File: config.mk
export PLATFORM = sky130hd
export DESIGN_NAME = detector_frame_ctrl
export DESIGN_NICKNAME = d
export VERILOG_FILES = /design/src/rtl/detector_pkg.sv /design/src/rtl/occupancy_hyst.sv /design/src/rtl/detector_frame_ctrl.sv
export SDC_FILE = /design/constraint.sdc
export NUM_CORES = 1
export LEC_CHECK = 0
export CAP_MARGIN = 5
export CORE_MARGIN = 2
export CORE_UTILIZATION = 55
export CTS_CLUSTER_DIAMETER = 80
export DETAILED_ROUTE_END_ITERATION = 10
export GPL_TIMING_DRIVEN = 1
export PLACE_DENSITY_LB_ADDON = 0.05
export SETUP_SLACK_MARGIN = 0.2
export SKIP_CTS_REPAIR_TIMING = 1
export SYNTH_ARGS = -nofsm -noshare
export SYNTH_HDL_FRONTEND = slang
export SYNTH_SLANG_ARGS = --single-unit
File: constraint.sdc
create_clock -name clk -period 6.7 [get_ports clk]
set_input_delay 1.34 -clock clk [delete_from_list [all_inputs] [get_ports clk]]
set_output_delay 1.34 -clock clk [all_outputs]
set_load 0.01 [all_outputs]
File: src/rtl/detector_pkg.sv
// Shared types and constants for the threshold-detector frame controller.
//   state_t  : frame sequencer states
//   report_t : per-frame report word layout (occupied | rsvd | frame_idx | hits)
package detector_pkg;

  localparam int unsigned THRESH_W   = 16;
  localparam logic [THRESH_W-1:0] THRESH_RST = 16'hFFFF;
  localparam int unsigned REPORT_W   = 32;

  // Report field positions
  localparam int unsigned HITS_LSB   = 0;
  localparam int unsigned HITS_MSB   = 15;
  localparam int unsigned IDX_LSB    = 16;
  localparam int unsigned IDX_MSB    = 27;
  localparam int unsigned OCC_BIT    = 31;

  localparam int unsigned HITS_W      = HITS_MSB - HITS_LSB + 1;
  localparam int unsigned FRAME_IDX_W = IDX_MSB - IDX_LSB + 1;
  localparam int unsigned RSVD_W      = OCC_BIT - IDX_MSB - 1;

  typedef enum logic [1:0] {
    IDLE   = 2'd0,
    SYNC   = 2'd1,
    RUN    = 2'd2,
    REPORT = 2'd3
  } state_t;

  typedef struct packed {
    logic                   occupied;
    logic [RSVD_W-1:0]      rsvd;
    logic [FRAME_IDX_W-1:0] frame_idx;
    logic [HITS_W-1:0]      hits;
  } report_t;

endpackage

File: src/rtl/occupancy_hyst.sv
// Dwell hysteresis for band occupancy: counts consecutive hot / cold frames and
// sets or clears the occupied flag once a run reaches the dwell length.
//   frame_end        : one-cycle pulse, a frame was completed this cycle
//   hot              : verdict for that frame (valid with frame_end)
//   dwell            : run length to flip occupancy (0 behaves as 1)
//   occupied         : registered occupancy decision
//   occupied_next_c  : value occupied takes at the coming edge (for the report)
module occupancy_hyst #(
  parameter int unsigned DWELL_W = 4
) (
  input  logic               clk,
  input  logic               rst_n,
  input  logic               frame_end,
  input  logic               hot,
  input  logic [DWELL_W-1:0] dwell,
  output logic               occupied,
  output logic               occupied_next_c
);

  localparam int unsigned EXT_W = DWELL_W + 1;

  logic [DWELL_W-1:0] hot_cnt;
  logic [DWELL_W-1:0] cold_cnt;
  logic [DWELL_W-1:0] hot_cnt_d;
  logic [DWELL_W-1:0] cold_cnt_d;
  logic [DWELL_W-1:0] dwell_eff;
  logic [DWELL_W-1:0] run_capped;
  logic [EXT_W-1:0]   run_inc;
  logic               run_reached;

  // Extend the run matching this frame's verdict; the other run restarts.
  always_comb begin
    dwell_eff       = (dwell == '0) ? DWELL_W'(1) : dwell;
    run_inc         = EXT_W'(hot ? hot_cnt : cold_cnt) + EXT_W'(1);
    run_reached     = (run_inc >= EXT_W'(dwell_eff));
    run_capped      = run_reached ? dwell_eff : run_inc[DWELL_W-1:0];
    hot_cnt_d       = hot_cnt;
    cold_cnt_d      = cold_cnt;
    occupied_next_c = occupied;
    if (frame_end) begin
      if (hot) begin
        hot_cnt_d  = run_capped;
        cold_cnt_d = '0;
        if (run_reached) occupied_next_c = 1'b1;
      end else begin
        cold_cnt_d = run_capped;
        hot_cnt_d  = '0;
        if (run_reached) occupied_next_c = 1'b0;
      end
    end
  end

  always_ff @(posedge clk or negedge rst_n) begin
    if (!rst_n) begin
      hot_cnt  <= '0;
      cold_cnt <= '0;
      occupied <= 1'b0;
    end else begin
      hot_cnt  <= hot_cnt_d;
      cold_cnt <= cold_cnt_d;
      occupied <= occupied_next_c;
    end
  end

endmodule

File: src/rtl/detector_frame_ctrl.sv
// Frame sequencer / configurator for the threshold detector.
// Drives the detector threshold, counts exceedance flags per tlast-delimited
// frame, applies dwell hysteresis and emits one 32-bit report per frame.
// Config writes are shadowed and only take effect on frame boundaries.
//   enable                         : run detection while high
//   cfg_wr, cfg_thresh/min_hits/dwell : shadow config write
//   det_thresh                     : threshold into the detector
//   s_t*                           : flag stream in (bit0 = exceed)
//   m_t*                           : per-frame report stream out
//   occupied, cfg_pending          : status levels
module detector_frame_ctrl
  import detector_pkg::*;
#(
  parameter int unsigned CNT_W   = 16,
  parameter int unsigned DWELL_W = 4
) (
  input  logic                clk,
  input  logic                rst_n,
  input  logic                enable,
  input  logic                cfg_wr,
  input  logic [THRESH_W-1:0] cfg_thresh,
  input  logic [CNT_W-1:0]    cfg_min_hits,
  input  logic [DWELL_W-1:0]  cfg_dwell,
  output logic [THRESH_W-1:0] det_thresh,
  input  logic                s_tvalid,
  output logic                s_tready,
  input  logic [7:0]          s_tdata,
  input  logic                s_tlast,
  output logic                m_tvalid,
  input  logic                m_tready,
  output logic [REPORT_W-1:0] m_tdata,
  output logic                occupied,
  output logic                cfg_pending
);

  localparam int unsigned SUM_W = CNT_W + 1;

  state_t                 state;
  state_t                 state_d;
  logic [CNT_W-1:0]       hits;
  logic [CNT_W-1:0]       hits_sum_c;
  logic [SUM_W-1:0]       hits_ext_c;
  logic [CNT_W-1:0]       min_hits;
  logic [CNT_W-1:0]       sh_min_hits;
  logic [DWELL_W-1:0]     dwell;
  logic [DWELL_W-1:0]     sh_dwell;
  logic [THRESH_W-1:0]    sh_thresh;
  logic [FRAME_IDX_W-1:0] frame_idx;
  logic                   beat_c;
  logic                   tlast_beat_c;
  logic                   boundary_c;
  logic                   frame_end_c;
  logic                   handshake_c;
  logic                   hot_c;
  logic                   occ_next_c;
  report_t                report_c;
  logic                   unused_tdata;

  assign beat_c       = s_tvalid && s_tready;
  assign tlast_beat_c = beat_c && s_tlast;
  assign boundary_c   = tlast_beat_c && ((state == SYNC) || (state == RUN));
  assign frame_end_c  = tlast_beat_c && (state == RUN);
  assign handshake_c  = m_tvalid && m_tready;
  assign unused_tdata = ^s_tdata[7:1];

  // Saturating running count including the current beat's flag.
  assign hits_ext_c = {1'b0, hits} + SUM_W'(s_tdata[0]);
  assign hits_sum_c = hits_ext_c[CNT_W] ? {CNT_W{1'b1}} : hits_ext_c[CNT_W-1:0];
  assign hot_c      = (hits_sum_c >= min_hits);

  always_comb begin
    report_c           = '0;
    report_c.hits      = HITS_W'(hits_sum_c);
    report_c.frame_idx = frame_idx;
    report_c.occupied  = occ_next_c;
  end

  // Next-state logic
  always_comb begin
    state_d = state;
    case (state)
      IDLE:    if (enable) state_d = SYNC;
      SYNC: begin
        if (!enable)           state_d = IDLE;
        else if (tlast_beat_c) state_d = RUN;
      end
      RUN:     if (tlast_beat_c) state_d = REPORT;
      REPORT:  if (handshake_c) state_d = enable ? RUN : IDLE;
      default: state_d = IDLE;
    endcase
  end

  // State register with registered handshake outputs
  always_ff @(posedge clk or negedge rst_n) begin
    if (!rst_n) begin
      state    <= IDLE;
      s_tready <= 1'b0;
      m_tvalid <= 1'b0;
    end else begin
      state    <= state_d;
      s_tready <= (state_d == SYNC) || (state_d == RUN);
      m_tvalid <= (state_d == REPORT);
    end
  end

  // Hit counter, report register, frame index
  always_ff @(posedge clk or negedge rst_n) begin
    if (!rst_n) begin
      hits      <= '0;
      m_tdata   <= '0;
      frame_idx <= '0;
    end else begin
      if (frame_end_c) begin
        hits    <= '0;
        m_tdata <= report_c;
      end else if (beat_c && (state == RUN)) begin
        hits    <= hits_sum_c;
      end
      if (handshake_c) frame_idx <= frame_idx + FRAME_IDX_W'(1);
    end
  end

  // Shadow config: immediate in IDLE, write-through on a boundary, else pending.
  always_ff @(posedge clk or negedge rst_n) begin
    if (!rst_n) begin
      det_thresh  <= THRESH_RST;
      min_hits    <= CNT_W'(1);
      dwell       <= DWELL_W'(1);
      sh_thresh   <= THRESH_RST;
      sh_min_hits <= CNT_W'(1);
      sh_dwell    <= DWELL_W'(1);
      cfg_pending <= 1'b0;
    end else if (cfg_wr && (boundary_c || (state == IDLE))) begin
      det_thresh  <= cfg_thresh;
      min_hits    <= cfg_min_hits;
      dwell       <= cfg_dwell;
      sh_thresh   <= cfg_thresh;
      sh_min_hits <= cfg_min_hits;
      sh_dwell    <= cfg_dwell;
      cfg_pending <= 1'b0;
    end else if (boundary_c && cfg_pending) begin
      det_thresh  <= sh_thresh;
      min_hits    <= sh_min_hits;
      dwell       <= sh_dwell;
      cfg_pending <= 1'b0;
    end else if (cfg_wr) begin
      sh_thresh   <= cfg_thresh;
      sh_min_hits <= cfg_min_hits;
      sh_dwell    <= cfg_dwell;
      cfg_pending <= 1'b1;
    end
  end

  // Hysteresis judges the completed frame with the config it ran under.
  occupancy_hyst #(
    .DWELL_W (DWELL_W)
  ) u_hyst (
    .clk             (clk),
    .rst_n           (rst_n),
    .frame_end       (frame_end_c),
    .hot             (hot_c),
    .dwell           (dwell),
    .occupied        (occupied),
    .occupied_next_c (occ_next_c)
  );

endmodule
==> out/results.tsv <==
metric	value	unit
worstRegToRegCells	24	
io-pin-count	103	
fp.dieH	118	microns
arrival	6.49	ns
cts_root_buf	clkbuf_16	
grt_start_max_net_pins	74	
port_buffers	92	
num_rows	41	
antenna_found_initial	0	
rsz0062_at_grt	true	
gp_congestion	0.825	
power_leakage	0.00433	uW
required	7.00	ns
cts_buffer_depth	2	
grt_pass1_vias	5105	
ctsHtreeMaxLevel	4	
numCtsBuffers	17	
die-area	13900	sq um
min_from	m_tdata[25]	
max_cap_violations	0	
regToRegEndpoint	u_hyst.hot_cnt[3]	
drive_above_1_share	18.6	%
hp-class	flop to flop	
start_util	56.4	%
rrSetupSlack	1.53	ns
endpoint_kind	flop	
hold_viol_final	0	
drtIter0Drc	266	
ys.warnings.count	0	
min_path_cells	2	
multiInputGateArea	3260	sq um
status	completed	
finClkSkew	0.00489	ns
hold_path_end	m_tdata[25]	
core	12600	sq um
viasPerCell	5.42	
tightestPinTransition	1.17	ns
async_flop_share	100	%
drc	0	
postRouteAntennaNets	0	
ys_seq_area_share	50.9	%
cts_tree	built	
antenna_cells	0	
dp_hpwl	10000	microns
clk_latency	0.42	ns
nets	850	
powerDensity	338	nW/um^2
setup_viol	0	
fill_cells	1003	
grt_usage	22.7	%
yosys-top-cells-count	dfrtp_1, nand2_1, nor2_1	
yosysUniqueCellTypes	60	
crit_type	primary input to flop	
wl	14700	microns
synthFlopType	dfrtp_1	
ys_top_cells_by_area	dfrtp_1, dfstp_2, mux2_2	
tns	0	ns
fin_cells	955	
placed_cells	921	
grt-ovfl-total	0	
startpoint_type	primary input	
synth_edf_count	0	
layout_min_cycle_time	6.19	ns
path_clk_slew	0.06	ns
ys_seq_elements	143	
netlist_area	7120	sq um
fmax	162	MHz
area_growth	24.5	%
synth.most_common_cell	dfrtp_1	
synth_cells	669	
max-slew-margin-rel	21.5	%
die_w	118	microns
wl_per_cell	15.4	microns
syn_area_per_cell	10.6	sq um
grt_pass1_wl	25300	microns
yosysTopAreaCell	dfrtp_1	
fin_crit_sh	92.4	%
cts_sinks	143	
vias	5173	
seq_area	3620	sq um
synth_top_cell_area_share	37.6	%
dr.pass1.iters	4	
drv_slew	0	
rr_startpoint	hits[0]	
ir_drop	0.199	mV
cp_max_fo	6	
worst max-delay path: stages:
cell and delay, ns:
clkdlybuf4s50_1 0.48, ha_1 0.19, ha_1 0.20, and3_2 0.24
and4_4 0.26, and3_4 0.20, nand2_2 0.07, mux2_4 0.33
ha_1 0.31, nand4_2 0.12, nor3_4 0.24, nor4b_4 0.25
buf_4 0.16, a211oi_4 0.05, nand2_1 0.09, nand2_1 0.08
ha_1 0.21, xnor2_1 0.18, ha_1 0.26, a21oi_1 0.16
o21a_1 0.23, o211ai_1 0.28, nand2_1 0.14, o31ai_1 0.08
a221o_1 0.33
how the worst max path moves through the flow:
stage,from,to,depth (start not counted)
3_3_place_gp,s_tdata[0],u_hyst.hot_cnt[2],24
2_1_floorplan,s_tdata[0],u_hyst.cold_cnt[3],25
5_1_grt,s_tdata[0],u_hyst.hot_cnt[3],25
3_5_place_dp,s_tdata[0],u_hyst.hot_cnt[2],24
4_1_cts,s_tdata[0],u_hyst.hot_cnt[2],24
6_report,s_tdata[0],u_hyst.hot_cnt[3],25
per-stage QoR:
step | util, % | instance area (sq um) | hold WS [ns] | total power, uW | setup slack (ns)
after global routing | 70.2 | 8860 | 0.495 | 3190 | 0.168
after floorplan | - | 7130 | 0.445 | 1730 | 0.493
final | 70.2 | 8860 | 0.473 | 3000 | 0.511
after CTS | 70.1 | 8840 | 0.477 | 3020 | 0.487
after detailed placement | 65.4 | 8250 | 0.462 | 2090 | 0.0515
after global placement | 65.4 | 8250 | 0.459 | 2040 | 0.201
cells by family (layout without fill, tap and decap cells):
group	count (synthesis)	count (layout)	synth area share (%)
other cells	1	3	0.0527
simple gates	203	203	13.4
compound gates	124	124	11.3
xor+xnor	24	24	2.95
mux	84	84	12.7
flops	143	143	50.9
buf+inv	61	173	3.62
fa+ha+maj	29	29	5.10
sequential cells by signal, indices dropped and copies added, names as in the netlist, 4 cells and up:
name and count:
sh_min_hits 16, min_hits 16, det_thresh 16, sh_dwell 4, u_hyst.cold_cnt 4, sh_thresh 16
frame_idx 12, u_hyst.hot_cnt 4, dwell 4, m_tdata 29, hits 16
where the power goes:
group	internal, uW	switching [uW]	leakage, uW
sequential	1090	123	0.00176
combinational	431	437	0.00228
clock	580	336	0.000291
cells in the final DEF (no fill, tap or decap), drive strengths merged, types with 7 or more instances in the layout:
cell type      netlist  final
nand3               15     15
o21ai               23     23
inv                 30     31
nor2                60     60
dfrtp              107    107
mux2                43     43
a21oi               53     53
and3                15     15
xnor2               14     14
clkbuf              16     30
mux2i               41     41
dfstp               36     36
nor3                 7      7
nand2               88     88
a31oi               13     13
a22o                 7      7
xor2                10     10
ha                  29     29
buf                 15     21
clkdlybuf4s50        0     90
metal layers:
layer / up-vias / global-route usage [%] / part of all wire [%]
met2: 129 / 35.8 / 47
met5: - / 0 / 0
met3: 21 / 6.15 / 6.0
met4: 0 / 7.38 / 1.6
li1: 2515 / - / -
met1: 2508 / 30.6 / 45
area by class of cell:
type                            count  area share [%]
Clock inverter                      2           0.127
Inverter                           30            1.27
Timing Repair Buffer              111            12.0
Tap cell                          172            2.43
Clock buffer                       30            6.52
Sequential cell                   143            40.9
Multi-Input combinational cell    467            36.8
Power figures use the tool's default switching activity.
